--- config.mk ---
export PLATFORM = sky130hd
export DESIGN_NAME = jt49_div_seq
export DESIGN_NICKNAME = d
export VERILOG_FILES = /design/src/rtl/jt49_div_seq.sv
export SDC_FILE = /design/constraint.sdc
export NUM_CORES = 1
export LEC_CHECK = 0
export ABC_AREA = 1
export BUFFER_PORTS_ARGS = -buffer_cell sky130_fd_sc_hd__buf_2
export CELL_PAD_IN_SITES_DETAIL_PLACEMENT = 0
export CELL_PAD_IN_SITES_GLOBAL_PLACEMENT = 1
export CORE_MARGIN = 4
export CORE_UTILIZATION = 25
export DETAILED_ROUTE_END_ITERATION = 12
export PLACE_DENSITY = 0.58
export SYNTH_ARGS = -nofsm -noshare
export SYNTH_HDL_FRONTEND = slang
export SYNTH_SLANG_ARGS = --single-unit
--- constraint.sdc ---
create_clock -name clk -period 4.9 [get_ports clk]
set_input_delay 0.735 -clock clk [delete_from_list [all_inputs] [get_ports clk]]
set_output_delay 0.735 -clock clk [all_outputs]
set_load 0.1 [all_outputs]
--- src/rtl/jt49_div_seq.sv ---
//==============================================================================
// Module   : jt49_div_seq
// Brief    : Time-shared tone/noise period divider; one incrementer serves all
//            channels, one slot per clk after each accepted tick.
// Config   : JT49_DIV_SEQ_NOISE_EN enables the 4th (noise) slot.
// Revision : 1.0 - initial release
//==============================================================================
`default_nettype none

module jt49_div_seq #(
  parameter int W = 12
) (
  input  logic         clk,
  input  logic         rst,
  input  logic         cen,
  input  logic         wr,
  input  logic [1:0]   addr,
  input  logic [W-1:0] din,
  output logic [3:0]   div,
  output logic         busy,
  output logic         overrun
);

`ifdef JT49_DIV_SEQ_NOISE_EN
  localparam logic [1:0] c_last_slot = 2'd3;
  localparam logic       c_noise_en  = 1'b1;
`else
  localparam logic [1:0] c_last_slot = 2'd2;
  localparam logic       c_noise_en  = 1'b0;
`endif

  localparam logic [W-1:0] c_one = {{(W-1){1'b0}}, 1'b1};

  typedef enum logic [0:0] {
    ST_IDLE  = 1'b0,
    ST_SWEEP = 1'b1
  } state_t;

  state_t               state_q,   state_d;
  logic [1:0]           slot_q,    slot_d;
  logic                 overrun_q, overrun_d;
  logic [3:0]           div_q,     div_d;
  logic [3:0][W-1:0]    count_q,   count_d;
  logic [3:0][W-1:0]    period_q,  period_d;
  logic [3:0][W-1:0]    shadow_q,  shadow_d;

  logic                 w_accept;
  logic                 w_hit;
  logic [W-1:0]         w_cur_cnt;
  logic [W-1:0]         w_cur_per;
  logic [W-1:0]         w_cnt_inc;

  // A tick may chain onto the sweep only while its final slot is being processed
  assign w_accept  = cen && ((state_q == ST_IDLE) || (slot_q == c_last_slot));

  // Shared datapath: one comparator and one incrementer muxed by slot
  assign w_cur_cnt = count_q[slot_q];
  assign w_cur_per = period_q[slot_q];
  assign w_hit     = (w_cur_cnt >= w_cur_per);
  assign w_cnt_inc = w_cur_cnt + c_one;

  always_comb begin
    state_d   = state_q;
    slot_d    = slot_q;
    overrun_d = overrun_q;
    div_d     = div_q;
    count_d   = count_q;
    period_d  = period_q;
    shadow_d  = shadow_q;

    if (state_q == ST_SWEEP) begin
      if (w_hit) begin
        count_d[slot_q] = c_one;
        div_d[slot_q]   = ~div_q[slot_q];
      end else begin
        count_d[slot_q] = w_cnt_inc;
      end
      slot_d = slot_q + 2'd1;
      if (slot_q == c_last_slot) begin
        state_d = ST_IDLE;
        slot_d  = 2'd0;
      end
    end

    if (w_accept) begin
      state_d  = ST_SWEEP;
      slot_d   = 2'd0;
      period_d = shadow_q;
    end else if (cen) begin
      overrun_d = 1'b1;
    end

    // Shadow update uses the pre-edge copy above, so a coincident write lands next sweep
    if (wr) begin
      if (addr == 2'd3) begin
        if (c_noise_en) begin
          shadow_d[3] = {{(W-5){1'b0}}, din[4:0]};
        end
      end else begin
        shadow_d[addr] = din;
      end
    end
  end

  always_ff @(posedge clk) begin
    if (rst) begin
      state_q   <= ST_IDLE;
      slot_q    <= 2'd0;
      overrun_q <= 1'b0;
      div_q     <= 4'b0000;
      count_q   <= {4{c_one}};
      period_q  <= '0;
      shadow_q  <= '0;
    end else begin
      state_q   <= state_d;
      slot_q    <= slot_d;
      overrun_q <= overrun_d;
      div_q     <= div_d;
      count_q   <= count_d;
      period_q  <= period_d;
      shadow_q  <= shadow_d;
    end
  end

  assign div     = {div_q[3] & c_noise_en, div_q[2:0]};
  assign busy    = (state_q == ST_SWEEP);
  assign overrun = overrun_q;

endmodule

`default_nettype wire

==> results.json, run 1 <==
{
  "clockBufferDepth": 2,
  "vias_per_cell": 4.47,
  "yosysTopAreaCellShare_pct": 46.8,
  "io_pins": 24,
  "setup.worst_path.class": "reg -> reg",
  "start_util_pct": 25.6,
  "drv_slew": 0,
  "die_w_um": 169,
  "nNetsFinal": 877,
  "yosys_register_bits": 152,
  "synthMuxAreaShare_pct": 0,
  "ys_top_cells_by_count": "nand2_1, dfxtp_1, a21oi_1",
  "setup_viol": 0,
  "fin_setup_tns_ps": 0,
  "synth_top_family_by_area": "compound AO/OA/AOI/OAI gates",
  "drt_iter0_markers": 292,
  "critical_path_required_ps": 5260,
  "yosysTopAreaCell": "dfxtp_1",
  "synth-main-ff-cell": "dfxtp_1",
  "clk_pin_slew_worst_paths_ps": 70,
  "htreeDepth": 4,
  "cp-end-kind": "register",
  "grt_pass1_wl_um": 28700,
  "critPathMaxFanout": 14,
  "hold_buffers": 0,
  "synth_xor_area_share_pct": 0.135,
  "grt_pass1_vias": 5263,
  "sw_frac_of_total_pct": 29.2,
  "synth.distinct_cells": 38,
  "numCtsBuffers": 17,
  "status": "finished clean",
  "synth_warnings": 0,
  "grt_max_degree": 67,
  "dieArea_um2": 28600,
  "hpwl_um": 11600,
  "drv_cap": 0,
  "drive_above_1_share_pct": 11.2,
  "netlist_instances": 853,
  "drtPass1Iterations": 4,
  "pre_cts_ws_ps": 564,
  "clk_latency_ps": 430,
  "cts_root_buffer": "clkbuf_16",
  "yosysMostFrequentCell": "nand2_1",
  "fillers": 2801,
  "synth-simple-area-share_pct": 16.0,
  "synth_area_leaders": "dfxtp_1, a21oi_1, o21ai_0",
  "post_synth.cell_area_avg_um2": 7.62,
  "period_share_pct": 86.7,
  "grt_overflow_total": 0,
  "seqPwrFrac_pct": 44.3,
  "numClockSinks": 152,
  "fin_skew_ps": 8.19,
  "antenna_found_initial": 0,
  "powerDensity_nw_per_um2": 404,
  "rsz0062_at_grt": "no",
  "maxSlewHeadroom_pct": 28.7,
  "postCtsSetupRepairBufs": 0,
  "n_antenna_cell": 0,
  "synth_nets": 884,
  "ant_nets": 0,
  "io_buffers": 22,
  "track_usage_pct": 12.6,
  "ir_drop_v": 0.000154,
  "synth-async-reset-ratio_pct": 0,
  "drt_wl_total_um": 17500,
  "drc_errors": 0,
  "hold_class": "reg -> reg",
  "fin_crit_ps": 4250,
  "cts_resized": 0,
  "ys_seq_area_share_pct": 46.8,
  "routedWlPerCell_um": 14.7,
  "startpoint_type": "register",
  "syn_area_um2": 6500,
  "setup_ws_ps": 654,
  "synth_edf_count": 0,
  "die_h_um": 169,
  "hold_viol_final": 0,
  "p_int_uw": 2110,
  "p_sw_uw": 872,
  "syn2layout_area_growth_pct": 13.7,
  "cp.arrival_ps": 4610,
  "vias": 5319,
  "fmax_mhz": 236,
  "clockPowerShare_pct": 43.9,
  "cellLeakagePower_uw": 0.00290,
  "synth_compound_area_share_pct": 24.8,
  "synth_adder_area_share_pct": 2.50,
  "cts_tree": "built",
  "row_count": 58,
  "worst_pin_slew_ps": 1070,
  "p_comb_share_pct": 11.7,
  "core_area_um2": 25400,
  "gp_congestion": 0.743
}
-- logic make-up (layout without fill, tap and decap cells) --
| logic type | after synthesis | after routing |
|---|---|---|
| fa+ha+maj | 13 | 13 |
| flops | 152 | 152 |
| other cells | 1 | 1 |
| compound gates | 305 | 305 |
| buf+inv | 148 | 154 |
| simple gates | 233 | 233 |
| xor+xnor | 1 | 1 |
-- cells in the final DEF, fill, tap and decap left out, drive strengths merged, types with 3 or more instances in the layout --
cell type / synthesis / layout
a22oi: 4 / 4
a221oi: 10 / 10
a21oi: 144 / 144
o21bai: 3 / 3
clkbuf: 36 / 17
dfxtp: 152 / 152
nand2: 163 / 163
nand4: 6 / 6
clkinv: 1 / 3
buf: 21 / 31
o21ai: 134 / 134
o22ai: 5 / 5
inv: 90 / 100
nand3: 20 / 20
ha: 13 / 13
nor2: 42 / 42
-- per-stage QoR --
step / power [uW] / util, % / instances / instance area (um2) / hold WS [ps]
final: 2980 / 29.1 / 1189 / 7390 / 417
after global routing: 3130 / 29.1 / 1189 / 7390 / 436
after global placement: 1710 / 26.8 / 1157 / 6810 / 408
after detailed placement: 1710 / 26.8 / 1157 / 6810 / 409
after floorplan: 1610 / - / 853 / 6500 / 400
after CTS: 3030 / 29.1 / 1189 / 7390 / 422
-- state kept, by name, summed over array words and instances, names as in the netlist --
| name | count |
|---|---|
| shadow_q | 48 |
| busy | 1 |
| slot_q | 2 |
| period_q | 48 |
| overrun | 1 |
| count_q | 48 |
| div_q | 4 |
-- critical path: stages, from the launching register on --
cell and delay [ps]:
dfxtp_1 700, inv_2 290, nand2_1 280, inv_1 280, a221oi_1 470, ha_1 320
inv_1 60, nor2_1 30, o21bai_1 110, nand2_1 70, nand2_1 60, nand4_1 440
inv_1 630, nand2_1 250, a21oi_1 180
-- path summary, 6_finish.rpt --
path / slack, ps / startpoint / cells after the start / end
worst max-delay path: 650 / slot_q[1]$_SDFFE_PP0P_ / 14 / count_q[25]$_SDFFE_PP0P_
worst min-delay path: 420 / shadow_q[37]$_SDFFE_PP0P_ / 2 / shadow_q[37]$_SDFFE_PP0P_
worst max register to register: 650 / slot_q[1]$_SDFFE_PP0P_ / 14 / count_q[25]$_SDFFE_PP0P_
worst min register to register: 420 / shadow_q[37]$_SDFFE_PP0P_ / 2 / shadow_q[37]$_SDFFE_PP0P_
-- layout make-up --
type | count | area, um2 | share of cell area [%]
Inverter | 91 | 344 | 4.66
Sequential cell | 152 | 3040 | 41.2
Timing Repair Buffer | 31 | 178 | 2.40
Clock inverter | 15 | 156 | 2.12
Tap cell | 330 | 413 | 5.59
Multi-Input combinational cell | 553 | 2830 | 38.3
Clock buffer | 17 | 425 | 5.76
-- layer usage --
metal	track usage [%]	part of all wire [%]
met1	17.7	52
met2	20.0	45
met3	3.05	2.8
met4	2.35	0.53
met5	0	0
-- power by group through the flow --
stage	Sequential [uW]	Clock [uW]	Combinational (uW)
2_1_floorplan	1350	0	265
3_3_place_gp	1350	0	359
3_5_place_dp	1350	0	356
4_1_cts	1320	1350	357
5_1_grt	1330	1400	403
6_report	1320	1310	350
Note: power is estimated with default switching activity, not from simulation.
==> inputs of run 2 (changes only) <==
- CELL_PAD_IN_SITES_DETAIL_PLACEMENT: 0 -> default
- CELL_PAD_IN_SITES_GLOBAL_PLACEMENT: 1 -> default
- PLACE_DENSITY: 0.58 -> 0.49
==> run 2 against run 1 <==
Against the previous run:
- global-route usage shrank 0.60 points
- register-to-register slack better by 40 ps
- clock-buffer cell count increased by 2
- wire length decreased by 4.7%
- combinational power fell by 1%
- non-clock buffer count down 1
- critical path type unchanged
==> results.json, run 2 (synthesized netlist as in run 1, its figures left out) <==
{
  "crit_slowest_cell": "dfxtp_1",
  "postLayoutCellArea_um2": 7380,
  "slowest_delay_ps": 660,
  "gp_congestion": 0.770,
  "grt_pass1_wl_um": 27700,
  "drt_wl_total_um": 16700,
  "dieArea_um2": 28600,
  "cts_tree": "built",
  "fin_skew_ps": 11.3,
  "io_pins": 24,
  "setup.worst_path.class": "reg -> reg",
  "track_usage_pct": 12.0,
  "grt_overflow_total": 0,
  "critical_path_required_ps": 5250,
  "final_cell_mix": "nand2_1, dfxtp_1, a21oi_1, o21ai_0, inv_1",
  "nNetsFinal": 876,
  "fin_setup_tns_ps": 0,
  "dpl-instance-area_um2": 6800,
  "postCtsSetupRepairBufs": 0,
  "hold_class": "reg -> reg",
  "worst_pin_slew_ps": 1030,
  "critPathBufInv": 4,
  "ant_nets": 0,
  "clockPowerShare_pct": 44.0,
  "cp-end-kind": "register",
  "clockBufferDepth": 2,
  "reg_top3": "count_q x48, period_q x48, shadow_q x48",
  "syn2layout_area_growth_pct": 13.6,
  "hpwl_um": 11100,
  "fin_cells": 1188,
  "seqCellArea_um2": 3040,
  "n_antenna_cell": 0,
  "core_area_um2": 25400,
  "fin_crit_ps": 4200,
  "grt_use_met3_pct": 2.84,
  "grt_pass1_vias": 5203,
  "p_sw_uw": 845,
  "rsz0062_at_grt": "no",
  "p_int_uw": 2130,
  "period_share_pct": 85.7,
  "sw_frac_of_total_pct": 28.4,
  "hold_viol_final": 0,
  "antenna_found_initial": 1,
  "clk_latency_ps": 430,
  "use_met1_pct": 16.7,
  "setup_viol": 0,
  "status": "finished clean",
  "clk_pin_slew_worst_paths_ps": 70,
  "total_power_uw": 2970,
  "cpMostUsedCell": "nand2_1",
  "seqPwrFrac_pct": 44.4,
  "drt_iter0_markers": 363,
  "placed_cells": 1156,
  "cts_resized": 0,
  "drv_slew": 0,
  "grt_max_degree": 67,
  "hold_buffers": 0,
  "numClockSinks": 152,
  "cp.arrival_ps": 4550,
  "critPathTopFamily": "buffers and inverters",
  "drtPass1Iterations": 6,
  "layout_commonest_cell": "nand2_1",
  "ir_drop_v": 0.000178,
  "numCtsBuffers": 17,
  "cts_root_buffer": "clkbuf_16",
  "cellLeakagePower_uw": 0.00289,
  "p_comb_share_pct": 11.6,
  "maxSlewHeadroom_pct": 31.1,
  "met2_usage_pct": 19.0,
  "top_usage_layer": "met2",
  "crit_chain": "inv_2 -> nand2_1 -> inv_1 -> a221oi_1 -> ha_1 -> inv_1 -> nor2_1 -> o21bai_1 -> nand2_1 -> nand2_1 -> nand4_1 -> inv_1 -> nand2_1 -> a21oi_1",
  "routedWlPerCell_um": 14.1,
  "critPathMaxFanout": 14,
  "powerDensity_nw_per_um2": 403,
  "io_buffers": 22,
  "start_util_pct": 25.6,
  "row_count": 58,
  "startpoint_type": "register",
  "multi_input_area_um2": 2830,
  "drv_cap": 0,
  "die_w_um": 169,
  "drive_above_1_share_pct": 11.1,
  "fillers": 2822,
  "vias_per_cell": 4.54,
  "htreeDepth": 4,
  "drc_errors": 0,
  "fmax_mhz": 238,
  "die_h_um": 169,
  "vias": 5391
}
run 2: power by group through the flow:
stage	combinational, uW	sequential, uW	clock, uW
2_1_floorplan	265	1350	0
3_3_place_gp	346	1350	0
3_5_place_dp	349	1350	0
4_1_cts	350	1320	1340
5_1_grt	394	1330	1400
6_report	345	1320	1310
run 2: routing by layer:
metal  up-vias  part of all wire [%]
met4         2                  0.99
met2        73                    45
li1       2813                     -
met1      2488                    51
met3        15                   3.1
met5         -                 0.078
run 2: worst reg2reg max path: cells and delay by family, from the launching register on:
kind | cells | cell delay (ps)
buf+inv | 4 | 1220
simple gates | 6 | 1080
compound gates | 3 | 840
flops | 1 | 660
fa+ha+maj | 1 | 340
run 2: final cells by class:
cell class                      count  area share [%]
Sequential cell                   152            41.2
Multi-Input combinational cell    553            38.3
Clock buffer                       19            6.13
Tap cell                          330            5.59
Inverter                           91            4.66
Timing Repair Buffer               30            2.30
Clock inverter                     13            1.78
run 2: path summary, 6_finish.rpt:
check                                          startpoint                   endpoint  slack [ps]  depth (start not counted)
worst max-delay path               slot_q[1]$_SDFFE_PP0P_    count_q[1]$_SDFFE_PP0P_         700                         14
worst min-delay path            shadow_q[40]$_SDFFE_PP0P_  shadow_q[40]$_SDFFE_PP0P_         420                          2
worst max register to register     slot_q[1]$_SDFFE_PP0P_    count_q[1]$_SDFFE_PP0P_         700                         14
worst min register to register  shadow_q[40]$_SDFFE_PP0P_  shadow_q[40]$_SDFFE_PP0P_         420                          2
run 2: stage by stage:
step | util [%] | setup WS [ps] | hold slack (ps)
floorplan | - | 2300 | 400
global placement | 26.8 | 898 | 407
detailed placement | 26.8 | 738 | 409
CTS | 29.1 | 720 | 421
global route | 29.1 | 249 | 441
finish | 29.1 | 699 | 419
